===== config.mk =====
export PLATFORM = sky130hd
export DESIGN_NAME = flight_cmd_scheduler
export DESIGN_NICKNAME = d
export VERILOG_FILES = /design/src/rtl/flight_cmd_scheduler.sv
export SDC_FILE = /design/constraint.sdc
export NUM_CORES = 1
export LEC_CHECK = 0
export BUFFER_PORTS_ARGS = -buffer_cell sky130_fd_sc_hd__buf_4
export CAP_MARGIN = 20
export CORE_UTILIZATION = 30
export CTS_CLUSTER_DIAMETER = 40
export DETAILED_ROUTE_END_ITERATION = 12
export PLACE_DENSITY = 0.52
export SETUP_SLACK_MARGIN = 0.3
export SYNTH_ARGS = -nofsm -noshare
export SYNTH_HDL_FRONTEND = slang
export SYNTH_SLANG_ARGS = --single-unit
export TNS_END_PERCENT = 100

===== constraint.sdc =====
create_clock -name clk -period 11.5 [get_ports clk]
set_clock_uncertainty 0.1 [all_clocks]
set_input_delay 3.45 -clock clk [delete_from_list [all_inputs] [get_ports clk]]
set_output_delay 3.45 -clock clk [all_outputs]
set_load 0.02 [all_outputs]

===== src/rtl/flight_cmd_scheduler.sv =====
// Command scheduler between frame_decoder and the flight controller: arming sequence,
// live-command gating and a link-loss failsafe that holds altitude, then lands and disarms.
module flight_cmd_scheduler #(
    parameter logic [31:0] TIMEOUT_CYCLES = 32'd2500000,
    parameter int unsigned ARM_FRAMES     = 8,
    parameter logic [31:0] HOLD_CYCLES    = 32'd50000000,
    parameter logic [31:0] RAMP_DIV       = 32'd2500000,
    parameter logic [7:0]  NEUTRAL        = 8'd128
) (
    input  logic       clk,
    input  logic       reset,
    input  logic       frame_valid,
    input  logic [7:0] ch1,
    input  logic [7:0] ch2,
    input  logic [7:0] ch3,
    input  logic [7:0] ch4,
    input  logic [7:0] off1,
    input  logic [7:0] off2,
    input  logic [7:0] off3,
    input  logic [7:0] off4,
    output logic       cmd_valid,
    output logic [7:0] alt_cmd,
    output logic [7:0] roll_cmd,
    output logic [7:0] pitch_cmd,
    output logic [7:0] yaw_cmd,
    output logic [7:0] gain1,
    output logic [7:0] gain2,
    output logic [7:0] gain3,
    output logic [7:0] gain4,
    output logic       armed,
    output logic       link_ok,
    output logic [2:0] state
);

    localparam logic [31:0] ARM_LAST = 32'(ARM_FRAMES);

    typedef enum logic [2:0] {
        S_DISARMED = 3'd0,
        S_ARMING   = 3'd1,
        S_ACTIVE   = 3'd2,
        S_HOLD     = 3'd3,
        S_LAND     = 3'd4
    } state_t;

    typedef struct packed {
        logic [7:0] alt;
        logic [7:0] roll;
        logic [7:0] pitch;
        logic [7:0] yaw;
        logic [7:0] g1;
        logic [7:0] g2;
        logic [7:0] g3;
        logic [7:0] g4;
    } setpoints_t;

    localparam setpoints_t RST_OUT = '{alt: 8'd0, roll: NEUTRAL, pitch: NEUTRAL, yaw: NEUTRAL,
                                       g1: 8'd16, g2: 8'd128, g3: 8'd128, g4: 8'd128};

    state_t     st;
    setpoints_t sp;
    setpoints_t frame_c;
    logic [31:0] wd;
    logic [31:0] wd_next_c;
    logic [31:0] arm_cnt;
    logic [31:0] hold_cnt;
    logic [31:0] ramp_cnt;
    logic        timeout_c;
    logic        zero_ch1_c;

    assign frame_c    = {ch1, ch2, ch3, ch4, off1, off2, off3, off4};
    assign zero_ch1_c = (ch1 == 8'd0);

    // Watchdog: frames clear it, otherwise it saturates at the timeout value.
    assign wd_next_c = frame_valid ? 32'd0 :
                       (wd == TIMEOUT_CYCLES) ? wd : wd + 32'd1;
    assign timeout_c = !frame_valid && (wd != TIMEOUT_CYCLES) && (wd_next_c == TIMEOUT_CYCLES);

    always_ff @(posedge clk or posedge reset) begin
        if (reset) begin
            wd      <= 32'd0;
            link_ok <= 1'b0;
        end else begin
            wd      <= wd_next_c;
            link_ok <= (wd_next_c < TIMEOUT_CYCLES);
        end
    end

    always_ff @(posedge clk or posedge reset) begin
        if (reset) begin
            st        <= S_DISARMED;
            sp        <= RST_OUT;
            cmd_valid <= 1'b0;
            armed     <= 1'b0;
            arm_cnt   <= 32'd0;
            hold_cnt  <= 32'd0;
            ramp_cnt  <= 32'd0;
        end else begin
            cmd_valid <= 1'b0;
            case (st)
                S_DISARMED: begin
                    if (frame_valid && zero_ch1_c) begin
                        if (ARM_LAST == 32'd1) begin
                            st        <= S_ACTIVE;
                            armed     <= 1'b1;
                            sp        <= frame_c;
                            cmd_valid <= 1'b1;
                            arm_cnt   <= 32'd0;
                        end else begin
                            st      <= S_ARMING;
                            arm_cnt <= 32'd1;
                        end
                    end
                end
                S_ARMING: begin
                    if (frame_valid) begin
                        if (!zero_ch1_c) begin
                            st      <= S_DISARMED;
                            arm_cnt <= 32'd0;
                        end else if (arm_cnt + 32'd1 == ARM_LAST) begin
                            st        <= S_ACTIVE;
                            armed     <= 1'b1;
                            sp        <= frame_c;
                            cmd_valid <= 1'b1;
                            arm_cnt   <= 32'd0;
                        end else begin
                            arm_cnt <= arm_cnt + 32'd1;
                        end
                    end else if (timeout_c) begin
                        st      <= S_DISARMED;
                        arm_cnt <= 32'd0;
                    end
                end
                S_ACTIVE: begin
                    if (frame_valid) begin
                        sp        <= frame_c;
                        cmd_valid <= 1'b1;
                    end else if (timeout_c) begin
                        // Link lost: keep altitude and gains, level the attitude.
                        st        <= S_HOLD;
                        hold_cnt  <= 32'd0;
                        sp.roll   <= NEUTRAL;
                        sp.pitch  <= NEUTRAL;
                        sp.yaw    <= NEUTRAL;
                        cmd_valid <= 1'b1;
                    end
                end
                S_HOLD: begin
                    if (frame_valid) begin
                        st        <= S_ACTIVE;
                        sp        <= frame_c;
                        cmd_valid <= 1'b1;
                        hold_cnt  <= 32'd0;
                    end else if (hold_cnt == HOLD_CYCLES - 32'd1) begin
                        st       <= S_LAND;
                        hold_cnt <= 32'd0;
                        ramp_cnt <= 32'd0;
                    end else begin
                        hold_cnt <= hold_cnt + 32'd1;
                    end
                end
                S_LAND: begin
                    if (sp.alt == 8'd0) begin
                        // Touchdown: back to safe outputs, but gains survive the disarm.
                        st       <= S_DISARMED;
                        armed    <= 1'b0;
                        sp.alt   <= RST_OUT.alt;
                        sp.roll  <= RST_OUT.roll;
                        sp.pitch <= RST_OUT.pitch;
                        sp.yaw   <= RST_OUT.yaw;
                        ramp_cnt <= 32'd0;
                    end else if (ramp_cnt == RAMP_DIV - 32'd1) begin
                        ramp_cnt  <= 32'd0;
                        sp.alt    <= sp.alt - 8'd1;
                        cmd_valid <= 1'b1;
                    end else begin
                        ramp_cnt <= ramp_cnt + 32'd1;
                    end
                end
                default: begin
                    st       <= S_DISARMED;
                    sp       <= RST_OUT;
                    armed    <= 1'b0;
                    arm_cnt  <= 32'd0;
                    hold_cnt <= 32'd0;
                    ramp_cnt <= 32'd0;
                end
            endcase
        end
    end

    assign state     = st;
    assign alt_cmd   = sp.alt;
    assign roll_cmd  = sp.roll;
    assign pitch_cmd = sp.pitch;
    assign yaw_cmd   = sp.yaw;
    assign gain1     = sp.g1;
    assign gain2     = sp.g2;
    assign gain3     = sp.g3;
    assign gain4     = sp.g4;

endmodule


==> implementation parameters, run 1 <==
Parameter                              Value

Die
  Cell Rows ... 71
  Initial Utilization ... 30.4%
  Number of placed I/O pins ... around 140
  Horiz. Die Dim ... 197 um
  Die Area ... between 30000 and 40000 sq um
  Floorplan core area ... between 30000 and 40000 sq um
  Die height ... about 200 um

Finish
  Number of antenna repair diodes ... 0
  Combined area of the multi-input logic cells ... roughly 6000 sq um
  Area growth, synth to finish ... 17.8%
  Layout Cell Area excl Fill ... roughly 13000 sq um
  Reg area ... between 4000 and 5000 sq um
  Number of nets at the end of the flow ... 1499
  Most common cell after layout, fill and taps aside ... dfrtp_1
  Commonest cells after routing, fill and taps aside ... dfrtp_1 (191), buf_4 (152), nand2_1 (148)
  Fill count ... 3854
  Layout cells sized above 1 ... between 10% and 20%

Clock network
  Number of cells upsized or downsized after cts ... 0
  Clock buffers created by TritonCTS ... 17
  Setup bufs post-CTS ... 0
  Clock tree from TritonCTS ... built
  Largest buffer count on any clock path ... 2
  Cts-stage hold buffer count ... 0
  Clock slew at the register clock pins of the worst setup and hold paths ... 0.08 ns
  Maximum level of the CTS H-tree ... 4
  Clock Root Buffer ... clkbuf_16
  Worst skew pair latency ... about 0.45 ns
  Sink count of the clock tree ... a little under 200

STA
  Slew @ Worst Pin ... about 1.1 ns
  Final number of max-transition violations ... 0
  Unrepaired setup endpoints after global routing ... false
  Min cycle time layout ... between 7 and 8 ns
  Headroom to the max-slew limit ... between 20% and 30%
  Fmax ... between 100 and 150 MHz
  Minimum setup slack in the final design ... 4.18 ns
  Final cycle utilization of the critical path ... around 64%
  Number of setup violations in the final report ... 0
  Final hold vios ... 0
  Setup_tns ... 0 ns
  Tightest hold margin ... approximately 0.38 ns

Pwr
  Max IR drop VDD ... around 110 uV
  Combinational group share of total power ... between 10% and 20%
  Internal Dissipation ... around 1.1 mW
  Sequential group share of total power ... between 40% and 50%
  Cell Pwr Density ... about 120 nW/um^2
  Switch Pwr ... around 520 uW
  Part of the total power dissipated in the clock network ... 36.0%
  Leakage ... 5.73 nW
  Switching part of the total power ... roughly a third

Synthesis
  Number of instances in the synthesized netlist ... roughly 1300
  Seq cells post-synth ... ~200
  Syn. warnings ... 0
  Synth area leader ... dfrtp_1
  Number of enable-type register cells in the synthesized netlist ... 0
  Cell area after technology mapping ... between 10000 and 15000 sq um
  Portion of the post-synthesis area used by sequential elements ... 43.4%
  Proportion of netlist area held by the largest area contributor ... a little over two fifths
  Number of unique standard cell types used by synthesis ... just over 80
  Net count after synthesis ... about 1400
  Leading post-synthesis cells by cell area ... dfrtp_1 (42%), nand2_1 (4.9%), nand3_1 (4.6%), o21ai_0 (4.5%), nor2_1 (4.4%)
  Avg Inst Size Synth ... approximately 8.6 sq um
  Share of async-settable or async-resettable flops after synthesis ... 100%
  Predominant post-synthesis flop cell ... dfrtp_1

Critical path
  Critical path capture point type ... flop
  Biggest fanout along the worst timing path ... 46
  Worst EP required ... between 10 and 15 ns
  Data arrival, critical path ... 7.51 ns
  CP delay by family, top ... simple AND/OR/NAND/NOR gates
  Slowest library cell on the worst path ... nor2_4
  Critical path cell sequence ... buf_4, inv_2, nor4_1, nor2b_1, nand3_1, nor2_4, or2_1, o21ai_0
  Number of buffers and inverters on the critical path ... 2
  Startpoint-to-endpoint class of the critical path ... input pin to flop
  CP max stage delay ... 1.07 ns
  Type of element launching the critical path ... input pin

Global routing
  GRT Resource Usage Total ... between 10% and 20%
  Global-route wire length before repair ... approximately 50 mm
  Initial antenna violation count ... 0
  Maximum number of pins on one net before global-route repair ... 94
  Global-route congestion overflow total ... 0
  Via count of the first global-routing pass ... 9639

Run status
  Result of the run ... complete, no violations

Detailed routing
  Post-DR wirelength/cell ... approximately 16 um
  Vias per cell ... ~5.2
  Count of TritonRoute iterations in the first routing pass ... 7
  Detailed-route via count ... a little over 10000
  Antenna Violating Nets Remaining ... 0
  Remaining design rule violation count ... 0
  Initial drt markers ... 740
  Detailed-route wire length ... slightly above 30 mm

Placement
  Number of buffers added on ports ... between 100 and 150
  Setup slack at placement ... ~3.8 ns
  Global placer's final weighted congestion ... between 0.8 and 0.9
  Area after DPL ... 12900 sq um
  Half-perimeter wire length after placement ... between 20 and 25 mm

Worst hold path
  Min-delay worst type ... flop to flop

Flow run
  Number of maximum-capacitance constraint violations ... 0
stage by stage:
stage	std cells	util, %	total power [mW]
floorplan	1333	-	0.946
finish	1949	35.8	1.63
detailed placement	1917	34.4	1.06
CTS	1949	35.8	1.66
global route	1949	35.8	1.72
global placement	1916	34.3	1.06
synth_stat cells (7+ instances only):
library cell  instances
nand3_1             105
and4_1               12
nor4_1               21
o31ai_1              19
or3_1                18
ha_1                  7
and2_1               14
xnor2_1              19
or4_1                 9
clkbuf_1             54
nor2b_1               7
a31oi_1              23
inv_1                45
dfrtp_1             191
a21oi_1              45
nand2_1             148
nor2_1              133
o21ai_1              45
and3_1               29
dfstp_2               7
buf_2                18
o21ai_0             103
nor3_1               36
mux2i_1              34
xor2_1               31
nand4_1              39
final timing paths:
check	start	to	slack, ns	cells after the start
setup / recovery	frame_valid	state[2]	4.18	8
hold / removal	hold_cnt[31]	hold_cnt[31]	0.38	1
hold reg to reg	hold_cnt[31]	hold_cnt[31]	0.38	1
setup reg to reg	arm_cnt[0]	roll_cmd[7]	7.09	10
max in group asynchronous	reset	gain3[3]	6.49	4
min in group asynchronous	reset	link_ok	2.99	2
power groups by stage:
stage	clock (mW)	combinational, mW	sequential (mW)
2_1_floorplan	0	0.168	0.778
3_3_place_gp	0	0.303	0.760
3_5_place_dp	0	0.304	0.761
4_1_cts	0.606	0.305	0.747
5_1_grt	0.634	0.330	0.752
6_report	0.588	0.299	0.747
metal layers:
metal / track usage (%) / wire (um) / part of all wire (%)
met5: 0 / 0 / 0
met4: 5.02 / 627 / 2.0
met3: 2.48 / 980 / 3.2
met2: 26.1 / 14700 / 48
met1: 21.6 / 14300 / 47
cell families after synthesis:
family	count (synthesis)	synth area share (%)
adder cells (fa/ha/maj)	7	0.766
flip-flops	198	43.4
XOR/XNOR	50	3.83
AND/OR/NAND/NOR	618	28.4
multiplexers	39	3.47
AO/OA/AOI/OAI	296	15.6
buffers and inverters	125	4.54
state kept, by name, summed over array words and instances (netlist names):
register and cells:
gain2 8, gain1 8, wd 32, hold_cnt 32, alt_cmd 8, cmd_valid 1
roll_cmd 8, arm_cnt 32, gain4 8, pitch_cmd 8, ramp_cnt 32, state 3
yaw_cmd 8, armed 1, gain3 8, link_ok 1
cell type report:
| type | count | area share (%) |
|---|---|---|
| inverter | 46 | 1.34 |
| tap | 511 | 4.75 |
| sequential | 198 | 36.9 |
| timing repair buffer | 152 | 8.47 |
| multi-input combinational | 1010 | 44.4 |
| clock buffer | 17 | 3.16 |
| clock inverter | 15 | 0.994 |
No activity file was read; power rests on OpenSTA's default activity.
==> run 2, diff against run 1 <==
==> constraint.sdc (replaced) <==
create_clock -name clk -period 6.8 [get_ports clk]
set_clock_uncertainty 0.1 [all_clocks]
set_input_delay 2.04 -clock clk [delete_from_list [all_inputs] [get_ports clk]]
set_output_delay 2.04 -clock clk [all_outputs]
set_load 0.02 [all_outputs]
==> implementation parameters, run 2 (synthesized netlist as in run 1, its figures left out) <==
Parameter                              Value

Run status
  Result of the run ... complete, no violations

Critical path
  Critical path capture point type ... flop
  R2R cell count ... 11
  Startpoint-to-endpoint class of the critical path ... input pin to flop
  Data arrival, critical path ... 5.21 ns
  Biggest fanout along the worst timing path ... 41
  Worst r2r src ... arm_cnt[0]
  Type of element launching the critical path ... input pin
  Register-to-Register Setup Slack ... between 2 and 2.5 ns
  Worst EP required ... just over 7 ns
  Capturing point of the worst reg2reg path ... yaw_cmd[7]

Detailed routing
  Count of TritonRoute iterations in the first routing pass ... 5
  Vias per cell ... 5.22
  Antenna Violating Nets Remaining ... 0
  Detailed-route wire length ... 31.4 mm
  Initial drt markers ... ~580
  Remaining design rule violation count ... 0
  Detailed-route via count ... 10200
  Post-DR wirelength/cell ... approximately 16 um

Pwr
  Internal Dissipation ... between 1.5 and 2 mW
  Sequential group share of total power ... a little under half
  Max IR drop VDD ... 212 uV
  Switching part of the total power ... 31.8%
  Combinational group share of total power ... a little under a fifth
  Leakage ... between 5 and 6 nW
  Switch Pwr ... 891 uW
  Part of the total power dissipated in the clock network ... between 30 and 40%
  Cell Pwr Density ... around 210 nW/um^2
  Total Power Consumption ... 2.81 mW

STA
  Unrepaired setup endpoints after global routing ... false
  Setup_tns ... 0 ns
  Tightest hold margin ... 0.393 ns
  Number of setup violations in the final report ... 0
  Minimum setup slack in the final design ... around 1.9 ns
  Fmax ... between 200 and 250 MHz
  Slew @ Worst Pin ... approximately 1 ns
  Min cycle time layout ... between 4 and 5 ns
  Final hold vios ... 0
  Final cycle utilization of the critical path ... between 70 and 80%
  Headroom to the max-slew limit ... 34.3%
  Final number of max-transition violations ... 0

Finish
  Area growth, synth to finish ... 18.1%
  Fill count ... 3848
  Most common cell after layout, fill and taps aside ... dfrtp_1
  Layout cells sized above 1 ... around 16%
  Finished Core Util ... around 36%
  Number of antenna repair diodes ... 0
  Commonest cells after routing, fill and taps aside ... dfrtp_1 (191), buf_4 (150), nand2_1 (148)
  Number of nets at the end of the flow ... 1500

Clock network
  Maximum level of the CTS H-tree ... 4
  Largest buffer count on any clock path ... 2
  Clock slew at the register clock pins of the worst setup and hold paths ... about 0.080 ns
  Number of cells upsized or downsized after cts ... 0
  Clock Root Buffer ... clkbuf_16
  Sink count of the clock tree ... 198
  Cts-stage hold buffer count ... 0
  Clock tree from TritonCTS ... built
  Setup bufs post-CTS ... 0
  Clock buffers created by TritonCTS ... 17
  Worst skew pair latency ... 0.46 ns

Worst hold path
  Cell depth of the worst min-delay path ... 1
  Min-delay worst type ... flop to flop
  Launch point of the worst hold path ... hold_cnt[21]
  End point of the most critical hold path ... hold_cnt[21]

Global routing
  Maximum number of pins on one net before global-route repair ... roughly 170
  Initial antenna violation count ... 0
  Via count of the first global-routing pass ... 9763
  GRT Resource Usage Total ... between 15 and 20%
  Global-route congestion overflow total ... 0
  Global-route wire length before repair ... roughly 52 mm

Die
  Initial Utilization ... a little under a third
  Floorplan core area ... roughly 38000 sq um
  Die height ... around 200 um
  Number of placed I/O pins ... approximately 140
  Cell Rows ... a little over 70
  Die Area ... 38900 sq um
  Horiz. Die Dim ... 197 um

Placement
  Global placer's final weighted congestion ... ~0.83
  Number of buffers added on ports ... approximately 140
  Setup slack at placement ... approximately 1.4 ns
  Half-perimeter wire length after placement ... about 21 mm

Flow run
  Number of maximum-capacitance constraint violations ... 0
-- run 2: cell count changes in the layout (fill, tap and decap cells not counted), sizes merged --
cell / delta
bufinv: +1
clkinv: +3
buf: +1
inv: -4
-- run 2: critical path, stage by stage --
cell     delay [ns]
buf_4          0.36
inv_2          0.20
nor4_1         0.41
buf_4          0.21
nor2b_1        0.45
nand3_1        0.13
buf_4          0.25
nor2_4         0.47
buf_4          0.37
a21oi_1        0.10
o21ai_0        0.17
-- run 2: routing by layer --
metal  track usage, %  routed length (um)  vias up
li1                 -                   -     4994
met1             22.2               14600     4978
met2             27.0               15300      175
met3             2.92                 963       40
met4             4.94                 560        0
met5                0                   0        -
-- run 2: how the worst max path moves through the flow --
stage | end | start | slack (ns) | depth (start not counted)
floorplan | alt_cmd[0] | reset | 2.11 | 1
global placement | arm_cnt[25] | frame_valid | 1.67 | 11
detailed placement | arm_cnt[25] | frame_valid | 1.43 | 11
CTS | arm_cnt[25] | frame_valid | 1.90 | 11
global route | arm_cnt[25] | frame_valid | 1.62 | 11
finish | arm_cnt[25] | frame_valid | 1.87 | 11
-- run 2: final cells by class --
cell class                 count  area, sq um  share of cell area (%)
multi-input combinational   1010         5990                    44.3
sequential                   198         4960                    36.8
timing repair buffer         153         1170                    8.64
tap                          511          639                    4.74
clock buffer                  17          425                    3.15
inverter                      46          176                    1.31
clock inverter                15          145                    1.07
-- run 2: power groups by stage --
stage	combinational [mW]	sequential [mW]	clock, mW
floorplan	0.284	1.32	0
global placement	0.518	1.29	0
detailed placement	0.521	1.29	0
CTS	0.521	1.27	1.06
global route	0.574	1.27	1.10
finish	0.515	1.27	1.02
-- run 2: through the flow --
step / instance area [sq um] / instances
after global routing: 13500 / 1950
after global placement: 12900 / 1916
after floorplan: 11400 / 1333
after CTS: 13500 / 1949
final: 13500 / 1950
after detailed placement: 12900 / 1917
